**src/rtl/lb_master_arb_if.sv**
```systemverilog
// Localbus arbiter bundle: two command masters on one side, the slave decoder on the other.
// The slave modport is the arbiter's view; the master modport is the requester/decoder side.
interface lb_master_arb_if #(
  parameter int AW = 24,
  parameter int DW = 32
);
  logic          m0_stb;
  logic [AW-1:0] m0_addr;
  logic [DW-1:0] m0_wdata;
  logic          m0_rd;
  logic          m0_busy;
  logic          m0_done;
  logic [DW-1:0] m0_rdata;
  logic          m0_overrun;

  logic          m1_stb;
  logic [AW-1:0] m1_addr;
  logic [DW-1:0] m1_wdata;
  logic          m1_rd;
  logic          m1_busy;
  logic          m1_done;
  logic [DW-1:0] m1_rdata;
  logic          m1_overrun;

  logic [AW-1:0] lb_addr;
  logic [DW-1:0] lb_dout;
  logic          lb_strobe;
  logic          lb_rd;
  logic [DW-1:0] lb_din;

  modport slave (
    input  m0_stb, m0_addr, m0_wdata, m0_rd,
    input  m1_stb, m1_addr, m1_wdata, m1_rd,
    input  lb_din,
    output m0_busy, m0_done, m0_rdata, m0_overrun,
    output m1_busy, m1_done, m1_rdata, m1_overrun,
    output lb_addr, lb_dout, lb_strobe, lb_rd
  );

  modport master (
    output m0_stb, m0_addr, m0_wdata, m0_rd,
    output m1_stb, m1_addr, m1_wdata, m1_rd,
    output lb_din,
    input  m0_busy, m0_done, m0_rdata, m0_overrun,
    input  m1_busy, m1_done, m1_rdata, m1_overrun,
    input  lb_addr, lb_dout, lb_strobe, lb_rd
  );
endinterface

```
**src/rtl/lb_master_arb.sv**
```systemverilog
// Two-master localbus arbiter: one queued command per master, alternating grant on ties,
// single-cycle strobe to the decoder and fixed-latency read data return.
module lb_master_arb #(
  parameter int AW       = 24,
  parameter int DW       = 32,
  parameter int READ_LAT = 2
) (
  input  logic                clk,
  input  logic                rst,
  lb_master_arb_if.slave      bus
);
  localparam int CW = (READ_LAT > 1) ? $clog2(READ_LAT) : 1;

  typedef enum logic [1:0] {
    S_IDLE   = 2'd0,
    S_STROBE = 2'd1,
    S_WAIT   = 2'd2
  } state_t;

  state_t        state_q, state_d;
  logic [1:0]    pend_q, pend_d;
  logic [AW-1:0] addr_q [2];
  logic [AW-1:0] addr_d [2];
  logic [DW-1:0] wdata_q [2];
  logic [DW-1:0] wdata_d [2];
  logic [1:0]    rd_q, rd_d;
  logic [1:0]    overrun_q, overrun_d;
  logic          last_grant_q, last_grant_d;
  logic          owner_q, owner_d;
  logic          inflight_q, inflight_d;
  logic [CW-1:0] cnt_q, cnt_d;
  logic [AW-1:0] lb_addr_q, lb_addr_d;
  logic [DW-1:0] lb_dout_q, lb_dout_d;
  logic          lb_rd_q, lb_rd_d;
  logic          lb_strobe_q, lb_strobe_d;
  logic [1:0]    done_q, done_d;
  logic [DW-1:0] rdata_q [2];
  logic [DW-1:0] rdata_d [2];

  logic [1:0]    stb_s;
  logic [1:0]    cmd_rd_s;
  logic [AW-1:0] cmd_addr_s [2];
  logic [DW-1:0] cmd_wdata_s [2];
  logic [1:0]    busy_s;
  logic          grant_s;

  assign stb_s          = {bus.m1_stb, bus.m0_stb};
  assign cmd_rd_s       = {bus.m1_rd, bus.m0_rd};
  assign cmd_addr_s[0]  = bus.m0_addr;
  assign cmd_addr_s[1]  = bus.m1_addr;
  assign cmd_wdata_s[0] = bus.m0_wdata;
  assign cmd_wdata_s[1] = bus.m1_wdata;

  // Busy covers a queued command and the in-flight one; inflight clears on the edge that raises done.
  assign busy_s[0] = pend_q[0] | (inflight_q & (owner_q == 1'b0));
  assign busy_s[1] = pend_q[1] | (inflight_q & (owner_q == 1'b1));

  always_comb begin
    state_d      = state_q;
    pend_d       = pend_q;
    addr_d       = addr_q;
    wdata_d      = wdata_q;
    rd_d         = rd_q;
    overrun_d    = overrun_q;
    last_grant_d = last_grant_q;
    owner_d      = owner_q;
    inflight_d   = inflight_q;
    cnt_d        = cnt_q;
    lb_addr_d    = lb_addr_q;
    lb_dout_d    = lb_dout_q;
    lb_rd_d      = lb_rd_q;
    lb_strobe_d  = 1'b0;
    done_d       = 2'b00;
    rdata_d      = rdata_q;
    grant_s      = 1'b0;

    for (int n = 0; n < 2; n++) begin
      if (stb_s[n]) begin
        if (busy_s[n]) begin
          overrun_d[n] = 1'b1;
        end else begin
          pend_d[n]  = 1'b1;
          addr_d[n]  = cmd_addr_s[n];
          wdata_d[n] = cmd_wdata_s[n];
          rd_d[n]    = cmd_rd_s[n];
        end
      end else begin
        pend_d[n] = pend_d[n];
      end
    end

    case (state_q)
      S_IDLE: begin
        if (pend_q != 2'b00) begin
          grant_s         = (pend_q == 2'b11) ? ~last_grant_q : pend_q[1];
          lb_addr_d       = addr_q[grant_s];
          lb_dout_d       = wdata_q[grant_s];
          lb_rd_d         = rd_q[grant_s];
          pend_d[grant_s] = 1'b0;
          last_grant_d    = grant_s;
          owner_d         = grant_s;
          inflight_d      = 1'b1;
          lb_strobe_d     = 1'b1;
          state_d         = S_STROBE;
        end else begin
          state_d = S_IDLE;
        end
      end
      S_STROBE: begin
        if (lb_rd_q) begin
          cnt_d   = CW'(READ_LAT - 1);
          state_d = S_WAIT;
        end else begin
          done_d[owner_q] = 1'b1;
          inflight_d      = 1'b0;
          state_d         = S_IDLE;
        end
      end
      S_WAIT: begin
        if (cnt_q == '0) begin
          rdata_d[owner_q] = bus.lb_din;
          done_d[owner_q]  = 1'b1;
          inflight_d       = 1'b0;
          state_d          = S_IDLE;
        end else begin
          cnt_d = cnt_q - CW'(1);
        end
      end
      default: begin
        state_d = S_IDLE;
      end
    endcase
  end

  // State and output registers; reset abandons any access and forgets queued commands.
  always_ff @(posedge clk) begin
    if (rst) begin
      state_q      <= S_IDLE;
      pend_q       <= 2'b00;
      addr_q       <= '{default: '0};
      wdata_q      <= '{default: '0};
      rd_q         <= 2'b00;
      overrun_q    <= 2'b00;
      last_grant_q <= 1'b1;
      owner_q      <= 1'b0;
      inflight_q   <= 1'b0;
      cnt_q        <= '0;
      lb_addr_q    <= '0;
      lb_dout_q    <= '0;
      lb_rd_q      <= 1'b0;
      lb_strobe_q  <= 1'b0;
      done_q       <= 2'b00;
      rdata_q      <= '{default: '0};
    end else begin
      state_q      <= state_d;
      pend_q       <= pend_d;
      addr_q       <= addr_d;
      wdata_q      <= wdata_d;
      rd_q         <= rd_d;
      overrun_q    <= overrun_d;
      last_grant_q <= last_grant_d;
      owner_q      <= owner_d;
      inflight_q   <= inflight_d;
      cnt_q        <= cnt_d;
      lb_addr_q    <= lb_addr_d;
      lb_dout_q    <= lb_dout_d;
      lb_rd_q      <= lb_rd_d;
      lb_strobe_q  <= lb_strobe_d;
      done_q       <= done_d;
      rdata_q      <= rdata_d;
    end
  end

  assign bus.m0_busy    = busy_s[0];
  assign bus.m1_busy    = busy_s[1];
  assign bus.m0_done    = done_q[0];
  assign bus.m1_done    = done_q[1];
  assign bus.m0_rdata   = rdata_q[0];
  assign bus.m1_rdata   = rdata_q[1];
  assign bus.m0_overrun = overrun_q[0];
  assign bus.m1_overrun = overrun_q[1];
  assign bus.lb_addr    = lb_addr_q;
  assign bus.lb_dout    = lb_dout_q;
  assign bus.lb_rd      = lb_rd_q;
  assign bus.lb_strobe  = lb_strobe_q;
endmodule

```
**src/flat_wrapper.sv**
```systemverilog
// flat-port wrapper written by rule: the top's interface ports become plain ports
module lb_master_arb_flat 
#(
  parameter int AW       = 24,
  parameter int DW       = 32,
  parameter int READ_LAT = 2
)
  (clk, rst, bus_m0_stb, bus_m0_addr, bus_m0_wdata, bus_m0_rd, bus_m1_stb, bus_m1_addr, bus_m1_wdata, bus_m1_rd, bus_lb_din, bus_m0_busy, bus_m0_done, bus_m0_rdata, bus_m0_overrun, bus_m1_busy, bus_m1_done, bus_m1_rdata, bus_m1_overrun, bus_lb_addr, bus_lb_dout, bus_lb_strobe, bus_lb_rd);
  lb_master_arb_if #(.AW(AW), .DW(DW)) bus_i ();
  input  logic clk;
  input  logic rst;
  input wire logic [$bits(bus_i.m0_stb)-1:0] bus_m0_stb;
  input wire logic [$bits(bus_i.m0_addr)-1:0] bus_m0_addr;
  input wire logic [$bits(bus_i.m0_wdata)-1:0] bus_m0_wdata;
  input wire logic [$bits(bus_i.m0_rd)-1:0] bus_m0_rd;
  input wire logic [$bits(bus_i.m1_stb)-1:0] bus_m1_stb;
  input wire logic [$bits(bus_i.m1_addr)-1:0] bus_m1_addr;
  input wire logic [$bits(bus_i.m1_wdata)-1:0] bus_m1_wdata;
  input wire logic [$bits(bus_i.m1_rd)-1:0] bus_m1_rd;
  input wire logic [$bits(bus_i.lb_din)-1:0] bus_lb_din;
  output wire logic [$bits(bus_i.m0_busy)-1:0] bus_m0_busy;
  output wire logic [$bits(bus_i.m0_done)-1:0] bus_m0_done;
  output wire logic [$bits(bus_i.m0_rdata)-1:0] bus_m0_rdata;
  output wire logic [$bits(bus_i.m0_overrun)-1:0] bus_m0_overrun;
  output wire logic [$bits(bus_i.m1_busy)-1:0] bus_m1_busy;
  output wire logic [$bits(bus_i.m1_done)-1:0] bus_m1_done;
  output wire logic [$bits(bus_i.m1_rdata)-1:0] bus_m1_rdata;
  output wire logic [$bits(bus_i.m1_overrun)-1:0] bus_m1_overrun;
  output wire logic [$bits(bus_i.lb_addr)-1:0] bus_lb_addr;
  output wire logic [$bits(bus_i.lb_dout)-1:0] bus_lb_dout;
  output wire logic [$bits(bus_i.lb_strobe)-1:0] bus_lb_strobe;
  output wire logic [$bits(bus_i.lb_rd)-1:0] bus_lb_rd;
  assign bus_i.m0_stb = bus_m0_stb;
  assign bus_i.m0_addr = bus_m0_addr;
  assign bus_i.m0_wdata = bus_m0_wdata;
  assign bus_i.m0_rd = bus_m0_rd;
  assign bus_i.m1_stb = bus_m1_stb;
  assign bus_i.m1_addr = bus_m1_addr;
  assign bus_i.m1_wdata = bus_m1_wdata;
  assign bus_i.m1_rd = bus_m1_rd;
  assign bus_i.lb_din = bus_lb_din;
  assign bus_m0_busy = bus_i.m0_busy;
  assign bus_m0_done = bus_i.m0_done;
  assign bus_m0_rdata = bus_i.m0_rdata;
  assign bus_m0_overrun = bus_i.m0_overrun;
  assign bus_m1_busy = bus_i.m1_busy;
  assign bus_m1_done = bus_i.m1_done;
  assign bus_m1_rdata = bus_i.m1_rdata;
  assign bus_m1_overrun = bus_i.m1_overrun;
  assign bus_lb_addr = bus_i.lb_addr;
  assign bus_lb_dout = bus_i.lb_dout;
  assign bus_lb_strobe = bus_i.lb_strobe;
  assign bus_lb_rd = bus_i.lb_rd;
  lb_master_arb #(.AW(AW), .DW(DW), .READ_LAT(READ_LAT)) u_core (.clk(clk), .rst(rst), .bus(bus_i));
endmodule
```
**config.mk**
```make
export PLATFORM = sky130hd
export DESIGN_NAME = lb_master_arb_flat
export DESIGN_NICKNAME = d
export VERILOG_FILES = /design/src/rtl/lb_master_arb_if.sv /design/src/rtl/lb_master_arb.sv /design/src/flat_wrapper.sv
export SDC_FILE = /design/constraint.sdc
export NUM_CORES = 1
export LEC_CHECK = 0
export ABC_AREA = 0
export CAP_MARGIN = 20
export CORE_MARGIN = 5
export CORE_UTILIZATION = 45
export CTS_CLUSTER_SIZE = 12
export DETAILED_ROUTE_END_ITERATION = 16
export PLACE_DENSITY_LB_ADDON = 0.15
export SYNTH_ARGS = -nofsm -noshare
export SYNTH_HDL_FRONTEND = slang
export SYNTH_SLANG_ARGS = --single-unit
export TNS_END_PERCENT = 30
```
**constraint.sdc**
```tcl
create_clock -name clk -period 1.8 [get_ports clk]
set_clock_uncertainty 0.05 [all_clocks]
set_input_delay 0.27 -clock clk [delete_from_list [all_inputs] [get_ports clk]]
set_output_delay 0.27 -clock clk [all_outputs]
set_load 0.02 [all_outputs]
```
==> flow_metrics.env, run 1 <==
export IMPL_status="finished clean"
export IMPL_synthesis_area_um2=10420
export IMPL_num_rows=55
export IMPL_cts_hold_buf=0
export IMPL_worstHoldPathType="input pin to register"
export IMPL_critPathMaxStageDelay_ns=0.60
export IMPL_start_util=0.4589
export IMPL_grtUsageTotal=0.2336
export IMPL_synthCells=1202
export IMPL_regToRegStartpoint="u_core.state_q[0]"
export IMPL_synth_avg_cell_area_um2=8.670
export IMPL_grt_max_degree=70
export IMPL_slowest_stage="clkdlybuf4s50_1"
export IMPL_wirelength_mm=32.69
export IMPL_synth_simple_area_share=0.1993
export IMPL_numCtsBuffers=27
export IMPL_final_period_utilization=0.9772
export IMPL_cts_tree="yes"
export IMPL_hold_viol=0
export IMPL_synthMuxAreaShare=0
export IMPL_synth_seq_cells=248
export IMPL_layout_drive_gt1_share=0.1118
export IMPL_cts_buffer_depth=3
export IMPL_rsz0062_at_grt="no"
export IMPL_wl_per_cell_um=19.05
export IMPL_n_antenna_cell=0
export IMPL_fin_crit_ns=1.759
export IMPL_drt_pre_antenna_iters=5
export IMPL_drc=0
export IMPL_ant_nets=0
export IMPL_die_h_um=162.2
export IMPL_min_to="u_core.bus.lb_dout[31]"
export IMPL_ir_drop_mv=0.7270
export IMPL_p_leak_uw=0.006059
export IMPL_whs_path_depth=2
export IMPL_cts_max_level=1
export IMPL_power_density_nw_per_um2=1083
export IMPL_antenna_found_initial=0
export IMPL_root_buffer="clkbuf_16"
export IMPL_drt_iter0_markers=577
export IMPL_max_freq_mhz=568.5
export IMPL_crit_required_ns=1.48
export IMPL_arrival_ns=1.44
export IMPL_dieArea_um2=26300
export IMPL_gp_congestion=0.7892
export IMPL_fin_util=0.6325
export IMPL_crit_path_start_kind="register"
export IMPL_final_setup_tns_ns=0
export IMPL_vias=9657
export IMPL_cp_num_buf_inv=1
export IMPL_endpoint_kind="output port"
export IMPL_worstHoldStart="rst"
export IMPL_crit_path_max_fanout=2
export IMPL_cp_top_family="buffers and inverters"
export IMPL_io_pins=278
export IMPL_synth_fa_ha_area_frac=0.004802
export IMPL_ff2ff_setup_slack_ns=0.15
export IMPL_drv_slew=0
export IMPL_syn_nets=1356
export IMPL_die_x_um=162.2
export IMPL_slew_headroom=0.5150
export IMPL_setup_violations_final=0
export IMPL_synthDistinctLibCells=42
export IMPL_grt_pass1_wl_mm=50.92
export IMPL_path_cells="clkdlybuf4s50_1"
export IMPL_synth_compound_area_frac=0.2494
export IMPL_synthXorXnorAreaFrac=0
export IMPL_worstSetupPathType="register to output port"
export IMPL_clk_pin_slew_ns=0.06
export IMPL_tightest_slew_ns=0.7276
export IMPL_portBuffers=277
export IMPL_area_delta_synth_final_pct=37.83
export IMPL_grt_pass1_vias=9279
export IMPL_timing_rr_end="u_core.bus.m0_rdata[18]"
export IMPL_fp_coreArea_um2=22710
export IMPL_worstSkewPairLatency_ns=0.52
export IMPL_postCtsSetupBuffers=0
export IMPL_drv_cap=0
export IMPL_hpwlAfterDp_mm=20.82
export IMPL_seq_area_frac_synth=0.4764
export IMPL_nFillCells=1934
export IMPL_reg2reg_depth=6
export IMPL_synth_top_family_by_area="compound AO/OA/AOI/OAI gates"
export IMPL_grt_ovfl_total=0
export IMPL_yosysWarningCount=0
export IMPL_vias_per_cell=5.628
export IMPL_cts_sinks=248
export IMPL_nNetsFinal=1568
==> area by class of cell <==
| type | instances | area (um2) | area share |
|---|---|---|---|
| flip-flops and latches | 248 | 4972 | 0.3462 |
| multi-input cells | 812 | 4755 | 0.3310 |
| repair buffers | 318 | 3369 | 0.2346 |
| clock buffers | 40 | 804.5 | 0.05601 |
| well taps | 285 | 356.6 | 0.02483 |
| clock inverters | 6 | 80.08 | 0.005575 |
| inverters | 7 | 26.28 | 0.001829 |
==> placed cells by master, fill, tap and decap left out, types with 2 or more instances in the layout <==
master / instances
a21boi_4: 2
a21oi_1: 187
a221oi_1: 2
a311oi_1: 5
a311oi_2: 52
buf_12: 20
buf_2: 2
buf_4: 21
bufinv_16: 2
clkbuf_1: 5
clkbuf_16: 27
clkbuf_8: 9
clkdlybuf4s50_1: 152
clkinv_2: 4
dfxtp_1: 244
dfxtp_2: 3
dlygate4sd2_1: 69
dlymetal6s2s_1: 52
ha_1: 4
inv_1: 5
inv_2: 2
nand2_1: 236
nand2_2: 8
nand3_1: 62
nand4b_1: 57
nor2_1: 60
o21ai_0: 39
o21ai_1: 21
o31ai_1: 57
or3b_1: 2
==> how the worst max path moves through the flow <==
| stage | startpoint | endpoint | depth (start not counted) |
|---|---|---|---|
| 3_5_place_dp | bus_m1_stb | u_core.wdata_q[17] | 5 |
| 5_1_grt | u_core.bus.m0_rdata[17] | bus_m0_rdata[17] | 1 |
| 6_report | u_core.bus.m0_rdata[17] | bus_m0_rdata[17] | 1 |
| 2_1_floorplan | u_core.state_q[0] | u_core.bus.m0_rdata[10] | 8 |
| 3_3_place_gp | bus_m1_stb | u_core.wdata_q[31] | 5 |
| 4_1_cts | u_core.owner_q | bus_m0_busy | 3 |
==> where the power goes <==
| group | internal, uW | switching (uW) | leakage [uW] |
|---|---|---|---|
| combinational | 1530 | 2180 | 0.00359 |
| clock | 3350 | 2170 | 0.000440 |
| sequential | 6020 | 316 | 0.00203 |
==> cells by family after synthesis <==
kind of cell             after synthesis
adder cells (fa/ha/maj)                4
AO/OA/AOI/OAI                        372
buffers and inverters                142
flip-flops                           248
AND/OR/NAND/NOR                      436
==> state kept, by name, indices dropped and copies added (netlist names), 2 cells and up <==
name / flops
u_core.pend_q: 2
u_core.bus.m1_rdata: 32
u_core.wdata_q: 64
u_core.addr_q: 48
u_core.rd_q: 2
u_core.bus.lb_addr: 24
u_core.bus.lb_dout: 32
u_core.done_q: 2
u_core.bus.m0_rdata: 32
u_core.state_q: 2
u_core.overrun_q: 2
==> synth_stat cells (all sizes together) <==
cell    number  share of area
a211oi       1        0.00072
a21bo        2         0.0025
a21boi       2         0.0029
a21o         1        0.00072
a21oi      187          0.090
a221oi       2         0.0017
a22oi        1        0.00072
a311oi      57          0.079
a31oi        1        0.00060
and3b        1        0.00084
buf         79          0.047
clkbuf      56          0.020
dfxtp      248           0.48
ha           4         0.0048
inv          7         0.0025
nand2      244          0.090
nand2b       2         0.0012
nand3       62          0.030
nand3b       1        0.00072
nand4b      57          0.048
nor2        60          0.022
nor2b        2         0.0014
nor3b        2         0.0019
nor4b        1        0.00084
nor4bb       1        0.00096
o21a         1        0.00072
o21ai       60          0.029
o31ai       57          0.041
or2          1        0.00060
or3b         2         0.0017
==> through the flow <==
step / power (uW) / cell area (um2) / instances / hold slack, ns / setup slack (ns)
floorplan: 8734 / 10420 / 1202 / 0.3560 / 0.2199
global placement: 10260 / 13440 / 1670 / 0.3892 / 0.08625
detailed placement: 10320 / 13440 / 1670 / 0.3959 / 0.03270
CTS: 15680 / 14240 / 1716 / 0.09676 / -0.02538
global route: 16230 / 14360 / 1716 / 0.1089 / 0.0001789
finish: 15560 / 14360 / 1716 / 0.1191 / 0.04107
==> metal layers <==
| metal | wire length [um] | track usage |
|---|---|---|
| met1 | 14620 | 0.3215 |
| met2 | 15320 | 0.3841 |
| met3 | 2091 | 0.04035 |
| met4 | 663 | 0.05690 |
| met5 | 0 | 0 |
==> repair_timing <==
action	4_1_cts	5_1_grt
setup endpoints to repair	71	54
gates cloned	0	0
resized for setup	75	56
No activity file was read; power rests on OpenSTA's default activity.
==> run 2, diff against run 1 <==
--- a/config.mk
+++ b/config.mk
@@ -7,11 +7,12 @@
 export LEC_CHECK = 0
 export ABC_AREA = 0
 export CAP_MARGIN = 20
-export CORE_MARGIN = 5
+export CORE_MARGIN = 4
 export CORE_UTILIZATION = 45
 export CTS_CLUSTER_SIZE = 12
 export DETAILED_ROUTE_END_ITERATION = 16
 export PLACE_DENSITY_LB_ADDON = 0.15
+export SLEW_MARGIN = 40
 export SYNTH_ARGS = -nofsm -noshare
 export SYNTH_HDL_FRONTEND = slang
 export SYNTH_SLANG_ARGS = --single-unit
==> run 2 against run 1 <==
  * Core utilization decreased by 0.76 points
  * Final cell count decreased by 0.17%
  * Combinational power decreased by 2%
  * Critical path depth unchanged
  * Fmax decreased by 0.77%
==> flow_metrics.env, run 2 (synthesized netlist as in run 1, its figures left out) <==
export IMPL_status="finished clean"
export IMPL_cts_sinks=248
export IMPL_grt_pass1_vias=9461
export IMPL_drt_iter0_markers=760
export IMPL_gp_congestion=0.8054
export IMPL_regToRegStartpoint="u_core.state_q[0]"
export IMPL_critPathMaxStageDelay_ns=0.62
export IMPL_reg_largest_list="u_core.wdata_q: 64 flops, u_core.addr_q: 48 flops"
export IMPL_nNetsFinal=1569
export IMPL_dieArea_um2=25660
export IMPL_p_seq_frac=0.419
export IMPL_numCtsBuffers=26
export IMPL_final_common_cell="dfxtp_1"
export IMPL_timing_rr_end="u_core.bus.lb_addr[15]"
export IMPL_hpwlAfterDp_mm=20.56
export IMPL_n_antenna_cell=0
export IMPL_worstHoldPathType="input pin to register"
export IMPL_slew_headroom=0.5148
export IMPL_worstSetupPathType="register to output port"
export IMPL_drv_slew=0
export IMPL_top_layer_used="met4"
export IMPL_grtUsageTotal=0.2375
export IMPL_die_x_um=160.2
export IMPL_layout_drive_gt1_share=0.1092
export IMPL_arrival_ns=1.45
export IMPL_pwr_share_comb=0.241
export IMPL_whs_path_depth=2
export IMPL_antenna_found_initial=0
export IMPL_pwr_share_clk=0.340
export IMPL_grt_ovfl_total=0
export IMPL_p_leak_uw=0.005707
export IMPL_cts_buffer_depth=3
export IMPL_fp_coreArea_um2=22710
export IMPL_layout_common_cells="dfxtp_1 (245), nand2_1 (236), a21oi_1 (187)"
export IMPL_worstSkewPairLatency_ns=0.52
export IMPL_io_pins=278
export IMPL_p_sw_uw=4545
export IMPL_min_to="u_core.bus.lb_dout[24]"
export IMPL_wl_per_cell_um=18.63
export IMPL_ir_drop_mv=0.5664
export IMPL_cts_max_level=1
export IMPL_largest_register="u_core.wdata_q"
export IMPL_met1Wirelength_mm=13.99
export IMPL_portBuffers=277
export IMPL_vias=9695
export IMPL_slowest_stage="clkdlybuf4s50_1"
export IMPL_p_total_uw=15120
export IMPL_max_freq_mhz=564.2
export IMPL_vias_per_cell=5.660
export IMPL_tightest_slew_ns=0.7278
export IMPL_cts_hold_buf=0
export IMPL_grt_max_degree=70
export IMPL_drt_pre_antenna_iters=7
export IMPL_fin_crit_ns=1.773
export IMPL_wirelength_mm=31.91
export IMPL_hold_viol=0
export IMPL_final_period_utilization=0.9848
export IMPL_switching_share=0.3007
export IMPL_cts_tree="yes"
export IMPL_endpoint_kind="output port"
export IMPL_holdWs_ns=0.1943
export IMPL_crit_path_start_kind="register"
export IMPL_final_setup_tns_ns=0
export IMPL_reg2reg_depth=6
export IMPL_crit_required_ns=1.48
export IMPL_intPower_uw=10570
export IMPL_die_h_um=160.2
export IMPL_power_density_nw_per_um2=1065
export IMPL_area_delta_synth_final_pct=36.17
export IMPL_path_cells="clkdlybuf4s50_1"
export IMPL_grt_pass1_wl_mm=50.88
export IMPL_ctsResizeCount=91
export IMPL_worstHoldStart="rst"
export IMPL_ff2ff_setup_slack_ns=0.17
export IMPL_postCtsSetupBuffers=0
export IMPL_nFillCells=1992
export IMPL_wl_met3_mm=2.032
export IMPL_root_buffer="clkbuf_16"
export IMPL_met2_length_mm=15.10
export IMPL_clk_pin_slew_ns=0.06
export IMPL_crit_path_max_fanout=2
export IMPL_largest_register_ff_count=64
export IMPL_num_rows=55
export IMPL_drv_cap=0
export IMPL_setup_violations_final=0
export IMPL_cp_num_buf_inv=1
export IMPL_drc=0
export IMPL_rsz0062_at_grt="no"
export IMPL_cp_top_family="buffers and inverters"
export IMPL_ant_nets=0
export IMPL_start_util=0.4589
run 2: changes by cell type in the layout (fill, tap and decap cells not counted), sizes merged:
| cell | before | now |
|---|---|---|
| buf | 43 | 44 |
| clkbuf | 41 | 39 |
| dlymetal6s2s | 52 | 31 |
| dlygate4sd2 | 69 | 85 |
| bufinv | 2 | 1 |
| clkinv | 4 | 3 |
| clkdlybuf4s50 | 152 | 157 |
run 2: cell type report:
cell class	instances	area, um2	share of cell area
Tap cell	285	356.6	0.02513
Sequential cell	248	4971	0.3503
Multi-Input combinational cell	812	4755	0.3350
Inverter	7	26.28	0.001852
Clock buffer	37	763.2	0.05378
Clock inverter	4	45.04	0.003174
Timing Repair Buffer	320	3274	0.2307
run 2: power groups by stage:
| stage | clock, uW | combinational (uW) | sequential [uW] |
|---|---|---|---|
| after detailed placement | 0 | 3810 | 6460 |
| final | 5130 | 3650 | 6330 |
| after floorplan | 0 | 2040 | 6690 |
| after global placement | 0 | 3760 | 6450 |
| after CTS | 5250 | 3690 | 6330 |
| after global routing | 5450 | 3950 | 6400 |
run 2: worst max-delay path by stage:
stage / start / to / slack, ns / cells after the start
finish: u_core.bus.lb_addr[6] / bus_lb_addr[6] / 0.03 / 1
global route: u_core.bus.m1_rdata[26] / bus_m1_rdata[26] / 0.0008 / 1
CTS: u_core.bus.m1_rdata[20] / bus_m1_rdata[20] / 0.0007 / 1
detailed placement: bus_m1_stb / u_core.wdata_q[29] / 0.06 / 5
global placement: bus_m1_stb / u_core.rd_q[1] / 0.09 / 5
floorplan: u_core.state_q[0] / u_core.bus.m0_rdata[10] / 0.22 / 8
run 2: per-layer routing:
metal  global-route usage  up-vias
met5                    0        -
met4              0.06492        0
met3              0.03819       51
met2               0.4002      347
met1               0.3173     4618
li1                     -     4679
run 2: stage by stage:
stage                 util  cell area, um2  std cells  worst slack (ns)
finish              0.6249           14190       1713           0.02744
global route        0.6249           14190       1713         0.0008386
CTS                 0.6217           14120       1713         0.0007234
detailed placement  0.5907           13410       1672           0.05955
global placement    0.5907           13410       1672           0.09090
floorplan                -           10420       1202            0.2199
